$ cat config.mk
export PLATFORM = sky130hd
export DESIGN_NAME = fetch_stage_flat
export DESIGN_NICKNAME = d
export VERILOG_FILES = /design/src/rtl/fetch_stage_if.sv /design/src/rtl/fetch_stage.sv /design/src/flat_wrapper.sv
export SDC_FILE = /design/constraint.sdc
export NUM_CORES = 1
export LEC_CHECK = 0
export BUFFER_PORTS_ARGS = -buffer_cell sky130_fd_sc_hd__buf_2
export CORE_MARGIN = 1.5
export CORE_UTILIZATION = 45
export CTS_BUF_LIST = sky130_fd_sc_hd__clkbuf_4 sky130_fd_sc_hd__clkbuf_8 sky130_fd_sc_hd__clkbuf_16
export CTS_CLUSTER_DIAMETER = 120
export DETAILED_ROUTE_END_ITERATION = 8
export PLACE_DENSITY = 0.7
export SETUP_SLACK_MARGIN = 0.05
export SYNTH_ARGS = -nofsm -noshare
export SYNTH_HDL_FRONTEND = slang
export SYNTH_SLANG_ARGS = --single-unit
export TNS_END_PERCENT = 30
$ cat constraint.sdc
create_clock -name clk -period 3.5 [get_ports clk]
set_clock_uncertainty 0.15 [all_clocks]
set_input_delay 0.175 -clock clk [delete_from_list [all_inputs] [get_ports clk]]
set_output_delay 0.175 -clock clk [all_outputs]
set_load 0.1 [all_outputs]
$ cat src/rtl/fetch_stage_if.sv
// Instruction-memory request/response bus between the fetch stage and instruction memory.
// The master modport is the fetch side and the slave modport is the memory side.
interface fetch_stage_if;
  logic [31:0] imem_address;
  logic        imem_valid;
  logic        imem_ready;
  logic        imem_rsp_valid;
  logic [31:0] imem_rsp_data;

  modport master (
    output imem_address, imem_valid,
    input  imem_ready, imem_rsp_valid, imem_rsp_data
  );

  modport slave (
    input  imem_address, imem_valid,
    output imem_ready, imem_rsp_valid, imem_rsp_data
  );
endinterface

$ cat src/rtl/fetch_stage.sv
// Instruction fetch stage: owns the pc, keeps one imem request outstanding, presents words to decode.
// Optional FETCH_BYPASS_EN: issue the next request while a response is being accepted (1 instr/cycle).
module fetch_stage #(
  parameter logic [31:0] RESET_VECTOR = 32'h00000000
) (
  input  logic                 clk,
  input  logic                 reset,
  fetch_stage_if.master        imem,
  input  logic                 branch,
  input  logic [31:0]          branch_target,
  input  logic                 trap,
  input  logic [31:0]          trap_target,
  input  logic                 stall,
  input  logic                 invalidate,
  output logic [31:0]          pc_out,
  output logic [31:0]          next_pc_out,
  output logic [31:0]          instruction_out,
  output logic                 valid_out
);

  typedef enum logic [1:0] {
    ISSUE = 2'd0,
    WAIT  = 2'd1,
    HOLD  = 2'd2
  } state_t;

  state_t      state, state_next;
  logic [31:0] pc, req_pc, hold_pc, hold_data;
  logic        discard;

  logic        redirect;
  logic [31:0] target;
  logic        rsp_live;
  logic        bypass_req;
  logic        req_valid;
  logic        transfer;
  logic        capture;

  // Control decode; rsp_live marks a response that will actually be kept.
  always_comb begin
    redirect = trap | branch;
    target   = trap ? trap_target : branch_target;
    rsp_live = (state == WAIT) && imem.imem_rsp_valid && !discard && !redirect;
`ifdef FETCH_BYPASS_EN
    bypass_req = rsp_live && !stall;
`else
    bypass_req = 1'b0;
`endif
    req_valid = ((state == ISSUE) && !redirect) || bypass_req;
    transfer  = req_valid && imem.imem_ready;
    capture   = !stall && (rsp_live || ((state == HOLD) && !redirect));
  end

  assign imem.imem_valid   = req_valid;
  assign imem.imem_address = pc;

  always_ff @(posedge clk) begin
    if (reset) state <= ISSUE;
    else       state <= state_next;
  end

  always_comb begin
    state_next = state;
    unique case (state)
      ISSUE: if (transfer) state_next = WAIT;
      WAIT: begin
        if (imem.imem_rsp_valid) begin
          if (discard || redirect) state_next = ISSUE;
          else if (stall)          state_next = HOLD;
          else if (transfer)       state_next = WAIT;
          else                     state_next = ISSUE;
        end
      end
      HOLD: if (redirect || !stall) state_next = ISSUE;
      default: state_next = ISSUE;
    endcase
  end

  always_ff @(posedge clk) begin
    if (reset) begin
      pc              <= RESET_VECTOR;
      req_pc          <= '0;
      discard         <= 1'b0;
      hold_pc         <= '0;
      hold_data       <= '0;
      pc_out          <= '0;
      next_pc_out     <= '0;
      instruction_out <= '0;
      valid_out       <= 1'b0;
    end else begin
      if (redirect)      pc <= target;
      else if (transfer) pc <= pc + 32'd4;

      if (transfer) req_pc <= pc;

      // A redirect with no response this cycle leaves a wrong-path request in flight.
      if (state == WAIT) begin
        if (imem.imem_rsp_valid) discard <= 1'b0;
        else if (redirect)       discard <= 1'b1;
      end

      if (rsp_live && stall) begin
        hold_pc   <= req_pc;
        hold_data <= imem.imem_rsp_data;
      end

      if (capture) begin
        pc_out          <= (state == HOLD) ? hold_pc : req_pc;
        next_pc_out     <= ((state == HOLD) ? hold_pc : req_pc) + 32'd4;
        instruction_out <= (state == HOLD) ? hold_data : imem.imem_rsp_data;
      end

      if (redirect)    valid_out <= 1'b0;
      else if (!stall) valid_out <= capture && !invalidate;
    end
  end

endmodule
$ cat src/flat_wrapper.sv
// flat-port wrapper written by rule: the top's interface ports become plain ports
module fetch_stage_flat 
#(
  parameter logic [31:0] RESET_VECTOR = 32'h00000000
)
  (clk, reset, branch, branch_target, trap, trap_target, stall, invalidate, pc_out, next_pc_out, instruction_out, valid_out, imem_imem_address, imem_imem_valid, imem_imem_ready, imem_imem_rsp_valid, imem_imem_rsp_data);
  fetch_stage_if imem_i ();
  input  logic clk;
  input  logic reset;
  input  logic branch;
  input  logic [31:0] branch_target;
  input  logic trap;
  input  logic [31:0] trap_target;
  input  logic stall;
  input  logic invalidate;
  output logic [31:0] pc_out;
  output logic [31:0] next_pc_out;
  output logic [31:0] instruction_out;
  output logic valid_out;
  output wire logic [$bits(imem_i.imem_address)-1:0] imem_imem_address;
  output wire logic [$bits(imem_i.imem_valid)-1:0] imem_imem_valid;
  input wire logic [$bits(imem_i.imem_ready)-1:0] imem_imem_ready;
  input wire logic [$bits(imem_i.imem_rsp_valid)-1:0] imem_imem_rsp_valid;
  input wire logic [$bits(imem_i.imem_rsp_data)-1:0] imem_imem_rsp_data;
  assign imem_imem_address = imem_i.imem_address;
  assign imem_imem_valid = imem_i.imem_valid;
  assign imem_i.imem_ready = imem_imem_ready;
  assign imem_i.imem_rsp_valid = imem_imem_rsp_valid;
  assign imem_i.imem_rsp_data = imem_imem_rsp_data;
  fetch_stage #(.RESET_VECTOR(RESET_VECTOR)) u_core (.clk(clk), .reset(reset), .imem(imem_i), .branch(branch), .branch_target(branch_target), .trap(trap), .trap_target(trap_target), .stall(stall), .invalidate(invalidate), .pc_out(pc_out), .next_pc_out(next_pc_out), .instruction_out(instruction_out), .valid_out(valid_out));
endmodule
==> reports/qor.txt, run 1 <==
Status -> finished, final reports clean
Via/cell ratio -> 5.59
P&R area growth vs syn -> 29.5%
Clock buffer count from CTS -> 24
Synth Register Bits -> 226
Yosys warns -> 0
Wire length per cell -> 16.6 µm
CTS max path bufs -> 3
Die area -> 24300 µm²
Clock share of power -> 44.8%
HP Class -> in -> reg
Seq/Total Area, Yosys -> 43.0%
Skew-Pair Late Insertion Delay -> 0.52 ns
CTS tree -> built
Critical Path AT -> 3.38 ns
DIE WIDTH -> 156 µm
Post-synthesis cell count -> 1332
Comb pwr share -> 11.0%
Setup crit start kind -> register
Switching share of total power -> 25.5%
Final Power -> 6.04 mW
Gpl congestion -> 0.936
Reg2Reg Capture Point -> u_core.next_pc_out[23]
Final Hold Fails -> 0
WP data required -> 3.76 ns
Max-cap violation count -> 0
Initial antenna violation count -> 1
Synth Area per Inst -> 7.90 µm²
Detailed Route WL -> 32000 µm
Router iterations before antenna repair -> 6
Final setup vio count -> 0
Switching Power -> 1.54 mW
Slew headroom -> 44.5%
Capture point of the critical path -> u_core.next_pc_out[23]
DR vias -> 10800
ANT nets after route -> 0
TNS Setup -> 0 ns
Total internal power -> 4.50 mW
Post-route clock period utilization -> 89.3%
Vias in the first global route -> 9913
# H-tree levels -> 1
Period minus WS final -> 3.12 ns
Nets@finish -> 1705
PortBufs -> 233
Syn_nets -> 1437
Post-route core utilization -> 59.9%
Fmax -> 320 MHz
N_diodes -> 0
RSZ-0062 raised after global routing -> no
Final-layout fill cell count -> 2048
DP Wirelength -> 21400 µm
Post-synth EDFFs -> 0
Cell leakage power -> 5.43 nW
Worst r2r src -> u_core.state[0]
Initial Util -> 46.2%
Reg2Reg Depth -> 6
Power per cell area -> 443 nW/µm²
First-pass GRT wire length -> 51800 µm
Sequential share of power -> 44.2%
DRC Markers -> 0
Ys async rst share -> 0%
Pins Over Slew Limit -> 0
Critical path endpoint category -> register
TritonCTS Sinks -> 226
WHS Path Cells -> 5
Max rail drop VDD -> 0.269 mV
Post-placement cell count -> 1793
Top FF cell, synth -> dfxtp_1
Final Instance Count excl. Fillers -> 1930
Initial DRC count -> 892
Yosys cell types -> 75
Setup crit start -> u_core.state[0]
GRT Util Overall -> 26.0%
# IOs -> 234
Core Rows -> 55
Layout cells sized above 1 -> 20.3%
R2R setup slack -> 0.38 ns
Clock transition time at the flip-flop clock pins of the worst setup and hold paths -> 0.06 ns
Syn Std Cell Area -> 10500 µm²
GRT overflow -> 0
Post-CTS Resized -> 0
Critical path type -> reg -> reg
CORE AREA -> 22800 µm²
Max FO, Critical Path -> 39
Worst-margin pin slew -> 0.832 ns
Pin count of the biggest net entering global routing -> 75
Postcts setup bufs -> 0
Die Ht -> 156 µm
Clock Root Buffer -> clkbuf_16
## worst max-delay path: stages, from the launching register on
cell      delay [ns]
dfxtp_1         0.51
nand2b_4        0.62
mux2i_4         0.45
nand4_4         0.25
nor4b_1         0.45
mux2_2          0.38
a31o_2          0.20
## final cells by class
cell class | instances | area [µm²] | share of cell area, %
multi-input combinational | 994 | 5500 | 40.4
clock inverter | 9 | 123 | 0.899
tap | 313 | 392 | 2.87
inverter | 5 | 18.8 | 0.138
sequential | 226 | 4520 | 33.2
clock buffer | 34 | 731 | 5.36
timing repair buffer | 349 | 2340 | 17.2
## flip-flops by register name, summed over array words and instances (netlist names)
register	cells
u_core.instruction_out	32
u_core.state	2
u_core.pc_out	30
u_core.hold_data	32
u_core.valid_out	1
u_core.hold_pc	32
u_core.discard	1
u_core.req_pc	32
u_core.imem.imem_address	32
u_core.next_pc_out	32
## worst min-delay path by stage
stage / to / startpoint
2_1_floorplan: u_core.discard / imem_imem_rsp_valid
3_3_place_gp: u_core.discard / imem_imem_rsp_valid
3_5_place_dp: u_core.discard / imem_imem_rsp_valid
4_1_cts: u_core.imem.imem_address[4] / branch_target[4]
5_1_grt: u_core.imem.imem_address[4] / branch_target[4]
6_report: u_core.imem.imem_address[10] / trap_target[10]
## synth_stat cells (3+ instances only)
cell type | instances | area [µm²]
o221ai_1 | 3 | 26.3
nor2b_1 | 6 | 37.5
dfxtp_1 | 226 | 4520
nand4_1 | 18 | 113
clkbuf_1 | 70 | 263
nor3_1 | 23 | 115
inv_1 | 4 | 15.0
and4_1 | 7 | 61.3
a21oi_1 | 142 | 711
o31ai_1 | 4 | 30.0
mux2i_1 | 47 | 470
a31oi_1 | 4 | 25.0
nor2_1 | 106 | 398
a311o_1 | 6 | 60.1
o22ai_1 | 4 | 25.0
o21ai_0 | 22 | 110
nand2_1 | 361 | 1360
a2111oi_0 | 3 | 26.3
a222oi_1 | 6 | 60.1
a221oi_1 | 3 | 26.3
a211oi_1 | 36 | 270
nor4_1 | 14 | 87.6
and3_1 | 14 | 87.6
mux2_2 | 4 | 45.0
buf_4 | 8 | 60.1
buf_6 | 3 | 33.8
a22oi_1 | 12 | 90.1
xor2_1 | 13 | 114
a311oi_1 | 37 | 324
nand3_1 | 32 | 160
or3_1 | 9 | 56.3
mux2i_4 | 3 | 67.6
buf_1 | 10 | 37.5
nand2b_1 | 4 | 25.0
buf_2 | 13 | 65.1
## stage by stage
step | setup WS, ns | area, µm² | hold WS (ns)
6_report | 0.375 | 13600 | 0.0274
5_1_grt | 0.190 | 13600 | 0.0578
4_1_cts | 0.382 | 13600 | 0.00203
3_5_place_dp | 0.388 | 11800 | 0.260
3_3_place_gp | 0.481 | 11800 | 0.255
2_1_floorplan | 0.147 | 10500 | 0.122
## logic make-up after synthesis
logic type / Yosys count / synth area share [%]
and+or+nand+nor: 618 / 26.0
AOI/OAI and AO/OA: 305 / 19.0
DFF: 226 / 43.0
buffers and inverters: 112 / 4.97
muxes: 56 / 5.80
xor gates and xnor gates: 14 / 1.16
adders and majority gates: 1 / 0.119
## layout by cell type (no fill, tap or decap), types with 4 or more instances in the layout
master         synthesis  final
nor3_1                23     23
buf_12                 2      5
nor4_1                14     14
or3_1                  9      8
inv_1                  4      4
nor2_1               106    104
mux2_2                 4      4
a222oi_1               6      6
clkbuf_8               0      6
and3_1                14     14
nand3_1               32     32
a22oi_1               12     12
clkbuf_16              0     25
o22ai_1                4      4
o31ai_1                4      4
clkinv_2               0      5
buf_4                  8     17
a31oi_1                4      4
a211oi_1              36     36
and4_1                 7      7
nand2_1              361    361
o21ai_0               22     22
buf_2                 13    232
xor2_1                13     13
a21oi_1              142    142
nor2b_1                6      5
nand2b_1               4      4
a311o_1                6      6
mux2i_1               47     47
nand4_1               18     18
dfxtp_1              226    226
a311oi_1              37     37
dlygate4sd3_1          0     94
## power by group through the flow
stage	combinational, mW	sequential (mW)	clock (mW)
3_3_place_gp	0.554	2.72	0
4_1_cts	0.650	2.67	2.75
2_1_floorplan	0.202	2.91	0
6_report	0.663	2.67	2.71
3_5_place_dp	0.558	2.72	0
5_1_grt	0.704	2.67	2.84
## routing by layer
metal,vias up,global-route usage (%),share of wire (%)
met4,2,7.94,2.6
met3,72,4.25,7.8
met1,4986,36.6,45
met5,-,0,0.050
li1,5256,-,-
met2,470,40.8,44
## what timing repair did
action,CTS,global route
endpoints found under the setup margin,0,0
hold buffers,94,0
hold endpoints to repair,129,0
Power figures use the tool's default switching activity.
==> run 2: changes to the inputs <==
Settings changed: ABC_AREA set to 1, MAX_ROUTING_LAYER set to met4.
==> reports/qor.txt, run 2 <==
Status -> finished, final reports clean
Pins Over Slew Limit -> 0
Post-CTS Resized -> 0
Nets@finish -> 1950
Critical path type -> reg -> reg
Syn Std Cell Area -> 10600 µm²
Highest-count cells in the layout ignoring fill and taps -> nand2_1 (338), nor2_1 (264), buf_2 (233)
Layout cells sized above 1 -> 17.2%
Yosys top cell by area -> dfxtp_1
Via/cell ratio -> 5.20
Seq/Total Area, Yosys -> 42.5%
Most common cell after layout, fill and taps aside -> nand2_1
DIE WIDTH -> 157 µm
DR vias -> 11300
Critical path endpoint category -> register
CP dominant cell by count -> nor2_1
Post-synth top area share -> 42.5%
P&R area growth vs syn -> 28.8%
# H-tree levels -> 1
Worst r2r src -> u_core.state[0]
Final Power -> 6.03 mW
Final Hold Fails -> 0
CORE AREA -> 23300 µm²
Hold Path Origin -> branch_target[31]
Synth cell count leaders -> nand2_1 (339), nor2_1 (265), dfxtp_1 (226)
Postcts setup bufs -> 0
Top FF cell, synth -> dfxtp_1
HP Class -> in -> reg
Critical path cell sequence -> inv_2 > nand2_4 > nor2_1 > nor2_1 > nor2_4 > inv_2 > o21ai_0 > dlygate4sd3_1 > nand2_1 > nor2_1
CP Buf/Inv Count -> 3
Detailed Route WL -> 32700 µm
Post-synthesis cell count -> 1569
Total internal power -> 4.36 mW
Clock share of power -> 41.5%
Die area -> 24600 µm²
TritonCTS Sinks -> 226
Synth Area per Inst -> 6.79 µm²
Sequential share of power -> 44.9%
Clock buffer count from CTS -> 24
Yosys warns -> 0
Switching Power -> 1.67 mW
Final-layout fill cell count -> 2244
TNS Setup -> 0 ns
Initial antenna violation count -> 0
Crit-path leading delay family -> buffers and inverters
Post-route core utilization -> 58.8%
Skew-Pair Late Insertion Delay -> 0.51 ns
Cell leakage power -> 6.02 nW
Post-synth EDFFs -> 0
Initial Util -> 45.6%
Wire length per cell -> 15.0 µm
DRC Markers -> 0
Syn_nets -> 1674
Router iterations before antenna repair -> 6
DP Wirelength -> 21700 µm
R2R setup slack -> 0.42 ns
Worst-path cell with the longest stage delay -> dlygate4sd3_1
CTS tree -> built
Setup crit start kind -> register
Initial DRC count -> 941
WP data required -> 3.73 ns
Max-cap violation count -> 0
Synth top area cells -> dfxtp_1 (42%), nand2_1 (12%), o21ai_0 (10%), nor2_1 (9.3%), a21oi_1 (5.1%)
Max rail drop VDD -> 0.306 mV
Vias in the first global route -> 10200
# IOs -> 234
RSZ-0062 raised after global routing -> no
GRT overflow -> 0
Ys async rst share -> 0%
Final setup vio count -> 0
Post-route clock period utilization -> 88.1%
Yosys cell types -> 39
Critical Path AT -> 3.32 ns
Period minus WS final -> 3.08 ns
Power per cell area -> 440 nW/µm²
Slew headroom -> 41.2%
Switching share of total power -> 27.6%
N_diodes -> 0
ANT nets after route -> 0
Comb pwr share -> 13.6%
Clock Root Buffer -> clkbuf_16
Most numerous cell in the Yosys netlist -> nand2_1
Die Ht -> 157 µm
CTS max path bufs -> 3
Pin count of the biggest net entering global routing -> 164
First-pass GRT wire length -> 51800 µm
PortBufs -> 233
Fmax -> 324 MHz
Synth Register Bits -> 226
Gpl congestion -> 0.906
CTS Hold Bufs -> 97
Core Rows -> 56
GRT Util Overall -> 26.8%
Post-placement cell count -> 2041
Clock transition time at the flip-flop clock pins of the worst setup and hold paths -> 0.06 ns
Setup crit start -> u_core.state[0]
Max FO, Critical Path -> 71
Max stage delay on crit path -> 0.58 ns
Worst-margin pin slew -> 0.873 ns
Final Instance Count excl. Fillers -> 2181
-- run 2: changes by cell type after synthesis, sizes merged, moves of 9 or more --
cell    before  now
a21oi      142  108
nor4        16    1
a211oi      36    6
mux2i       52    0
o21ai       23  228
a311oi      37    0
or3          9    0
and3        14    0
nor3        25   11
nor2       106  276
a31oi        4   45
nand2      361  343
nand3       32   49
inv          4  105
-- run 2: power groups by stage --
stage | registers [mW] | clock network [mW] | logic, mW
2_1_floorplan | 3.00 | 0 | 0.261
3_3_place_gp | 2.76 | 0 | 0.707
3_5_place_dp | 2.76 | 0 | 0.712
4_1_cts | 2.71 | 2.54 | 0.808
5_1_grt | 2.71 | 2.65 | 0.879
6_report | 2.71 | 2.50 | 0.818
-- run 2: worst paths after layout --
path,to,depth (start not counted)
max,u_core.valid_out,10
min,u_core.imem.imem_address[31],5
max reg2reg,u_core.valid_out,10
min reg2reg,u_core.hold_pc[25],2
-- run 2: logic make-up after synthesis --
| kind of cell | synth area share, % |
|---|---|
| adder cells (fa/ha/maj) | 0.117 |
| buffers and inverters | 7.85 |
| AND/OR/NAND/NOR | 26.6 |
| flip-flops | 42.5 |
| XOR/XNOR | 1.48 |
| AO/OA/AOI/OAI | 21.5 |
-- run 2: stage by stage --
step / setup WS (ns) / hold WS [ns] / area, µm²
4_1_cts: 0.440 / 0.00140 / 13700
6_report: 0.417 / 0.0187 / 13700
3_3_place_gp: 0.731 / 0.290 / 12000
2_1_floorplan: 0.520 / 0.172 / 10600
5_1_grt: 0.239 / 0.0640 / 13700
3_5_place_dp: 0.614 / 0.296 / 12000
-- run 2: final cells by class --
class / count / area [µm²] / share of cell area [%]
multi-input cells: 1140 / 5300 / 38.6
flip-flops and latches: 226 / 4520 / 33.0
repair buffers: 346 / 2310 / 16.8
clock buffers: 38 / 754 / 5.50
inverters: 107 / 404 / 2.95
well taps: 319 / 399 / 2.91
clock inverters: 5 / 30.0 / 0.219
-- run 2: worst min-delay path, stage by stage --
cell and delay, ns:
buf_2 0.09, o21ai_0 0.16, a211oi_1 0.10, o21ai_0 0.07
inv_1 0.04
-- run 2: metal layers --
metal  vias up  part of all wire (%)  GRT usage (%)
li1       5714                     -              -
met1      5164                    47           37.0
met2       406                    45           41.7
met3        56                   6.0           3.24
met4         0                   2.3           6.58
met5         -                     0              -
==> run 3: changes to the inputs <==
Settings changed: BUFFER_PORTS_ARGS -buffer_cell sky130_fd_sc_hd__buf_2 to not set, DONT_BUFFER_PORTS set to 1, PLACE_DENSITY 0.7 to 0.62.
==> reports/qor.txt, run 3 (synthesized netlist as in run 2, its figures left out) <==
Pin count of the biggest net entering global routing -> 110
Sequential share of power -> 43.2%
Final Hold Fails -> 0
Initial Util -> 45.6%
TNS Setup -> 0 ns
Switching share of total power -> 27.0%
Total internal power -> 4.59 mW
Final setup vio count -> 0
DR vias -> 10700
Status -> finished, final reports clean
Router iterations before antenna repair -> 5
TritonCTS Sinks -> 226
Skew-Pair Late Insertion Delay -> 0.52 ns
Gpl congestion -> 0.913
Detailed Route WL -> 32800 µm
RSZ-0062 raised after global routing -> no
Pins Over Slew Limit -> 0
Vias in the first global route -> 9812
Power per cell area -> 479 nW/µm²
Switching Power -> 1.69 mW
Clock share of power -> 44.4%
Critical Path AT -> 3.37 ns
WP data required -> 3.76 ns
PortBufs -> 0
Core Rows -> 56
Reg2Reg Depth -> 9
Most common cell after layout, fill and taps aside -> nand2_1
Max-cap violation count -> 0
P&R area growth vs syn -> 23.3%
Worst-margin pin slew -> 1.03 ns
Post-route clock period utilization -> 88.9%
Critical path endpoint category -> register
Nets@finish -> 1778
DIE WIDTH -> 157 µm
# IOs -> 234
Final instance area -> 13100 µm²
Max rail drop VDD -> 0.331 mV
Critical path type -> in -> reg
Die Ht -> 157 µm
Period minus WS final -> 3.11 ns
Setup crit start kind -> input pin
DP Wirelength -> 21700 µm
Clock transition time at the flip-flop clock pins of the worst setup and hold paths -> 0.06 ns
Comb pwr share -> 12.5%
Via/cell ratio -> 5.32
CTS max path bufs -> 3
Min Hold Slack -> 0.0184 ns
HP Class -> in -> reg
GRT Util Overall -> 26.6%
Slew headroom -> 31.3%
DRC Markers -> 0
Clock Root Buffer -> clkbuf_16
Die area -> 24600 µm²
Clock buffer count from CTS -> 26
Initial antenna violation count -> 1
Max FO, Critical Path -> 27
Initial DRC count -> 896
Postcts setup bufs -> 0
Final Instance Count excl. Fillers -> 2010
CORE AREA -> 23300 µm²
First-pass GRT wire length -> 51600 µm
Wire length per cell -> 16.3 µm
Area after DPL -> 11200 µm²
GRT overflow -> 0
Highest-count cells in the layout ignoring fill and taps -> nand2_1 (338), nor2_1 (264), dfxtp_1 (224)
Post-placement cell count -> 1860
ANT nets after route -> 0
Layout cells sized above 1 -> 8.64%
Post-route core utilization -> 56.3%
Cell leakage power -> 5.28 nW
CTS tree -> built
Fmax -> 322 MHz
WHS Path Cells -> 3
# H-tree levels -> 1
run 3: changes by cell type in the layout (fill, tap and decap cells not counted), moves of 2 or more:
cell	previous run	this run
buf_4	12	65
clkinvlp_4	2	0
clkbuf_16	25	27
dfxtp_1	226	224
bufinv_16	0	2
dfxtp_2	0	2
dlygate4sd3_1	97	102
buf_2	233	0
run 3: path summary, 6_finish.rpt:
| kind | from | to | slack (ns) |
|---|---|---|---|
| setup / recovery | trap | u_core.pc_out[2] | 0.39 |
| hold / removal | trap_target[8] | u_core.imem.imem_address[8] | 0.02 |
| setup reg to reg | u_core.state[1] | u_core.pc_out[2] | 0.59 |
| hold reg to reg | u_core.hold_pc[23] | u_core.hold_pc[23] | 0.31 |
run 3: final cells by class:
class,instances,area [µm²]
diodes,1,2.50
clock buffers,40,805
clock inverters,5,78.8
fillers,2287,10200
inverters,107,404
multi-input cells,1140,5300
flip-flops and latches,226,4530
well taps,319,399
repair buffers,172,1610
run 3: timing repair:
| action | in CTS | in global routing |
|---|---|---|
| setup endpoints to repair | 0 | 2 |
| gates resized for setup | 0 | 1 |
| hold buffers | 104 | 0 |
| endpoints found under the hold margin | 170 | 0 |
run 3: power groups by stage:
stage          clock (mW)  combinational (mW)  sequential, mW
2_1_floorplan           0               0.261            3.00
3_3_place_gp            0               0.642            2.77
3_5_place_dp            0               0.647            2.77
4_1_cts              2.84               0.773            2.71
5_1_grt              2.94               0.837            2.72
6_report             2.79               0.783            2.71
run 3: metal layers:
layer,GRT usage [%],share of wire (%)
met2,41.8,44
met3,5.10,7.2
met5,-,0
met4,5.31,1.6
met1,35.6,47
run 3: worst max-delay path: stages:
cell and delay, ns:
dlymetal6s4s_1 0.71, inv_2 0.39, nand2_2 0.47, nor2_1 0.10, nor2_1 0.20, nor2_4 0.08, inv_2 0.41, nor2_1 0.12
inv_1 0.09, a21oi_1 0.06, dlygate4sd3_1 0.56
run 3: stage by stage:
| stage | worst slack (ns) | power (mW) |
|---|---|---|
| floorplan | 0.520 | 3.26 |
| global placement | 0.934 | 3.41 |
| detailed placement | 0.789 | 3.41 |
| CTS | 0.0985 | 6.33 |
| global route | 0.185 | 6.49 |
| finish | 0.390 | 6.28 |
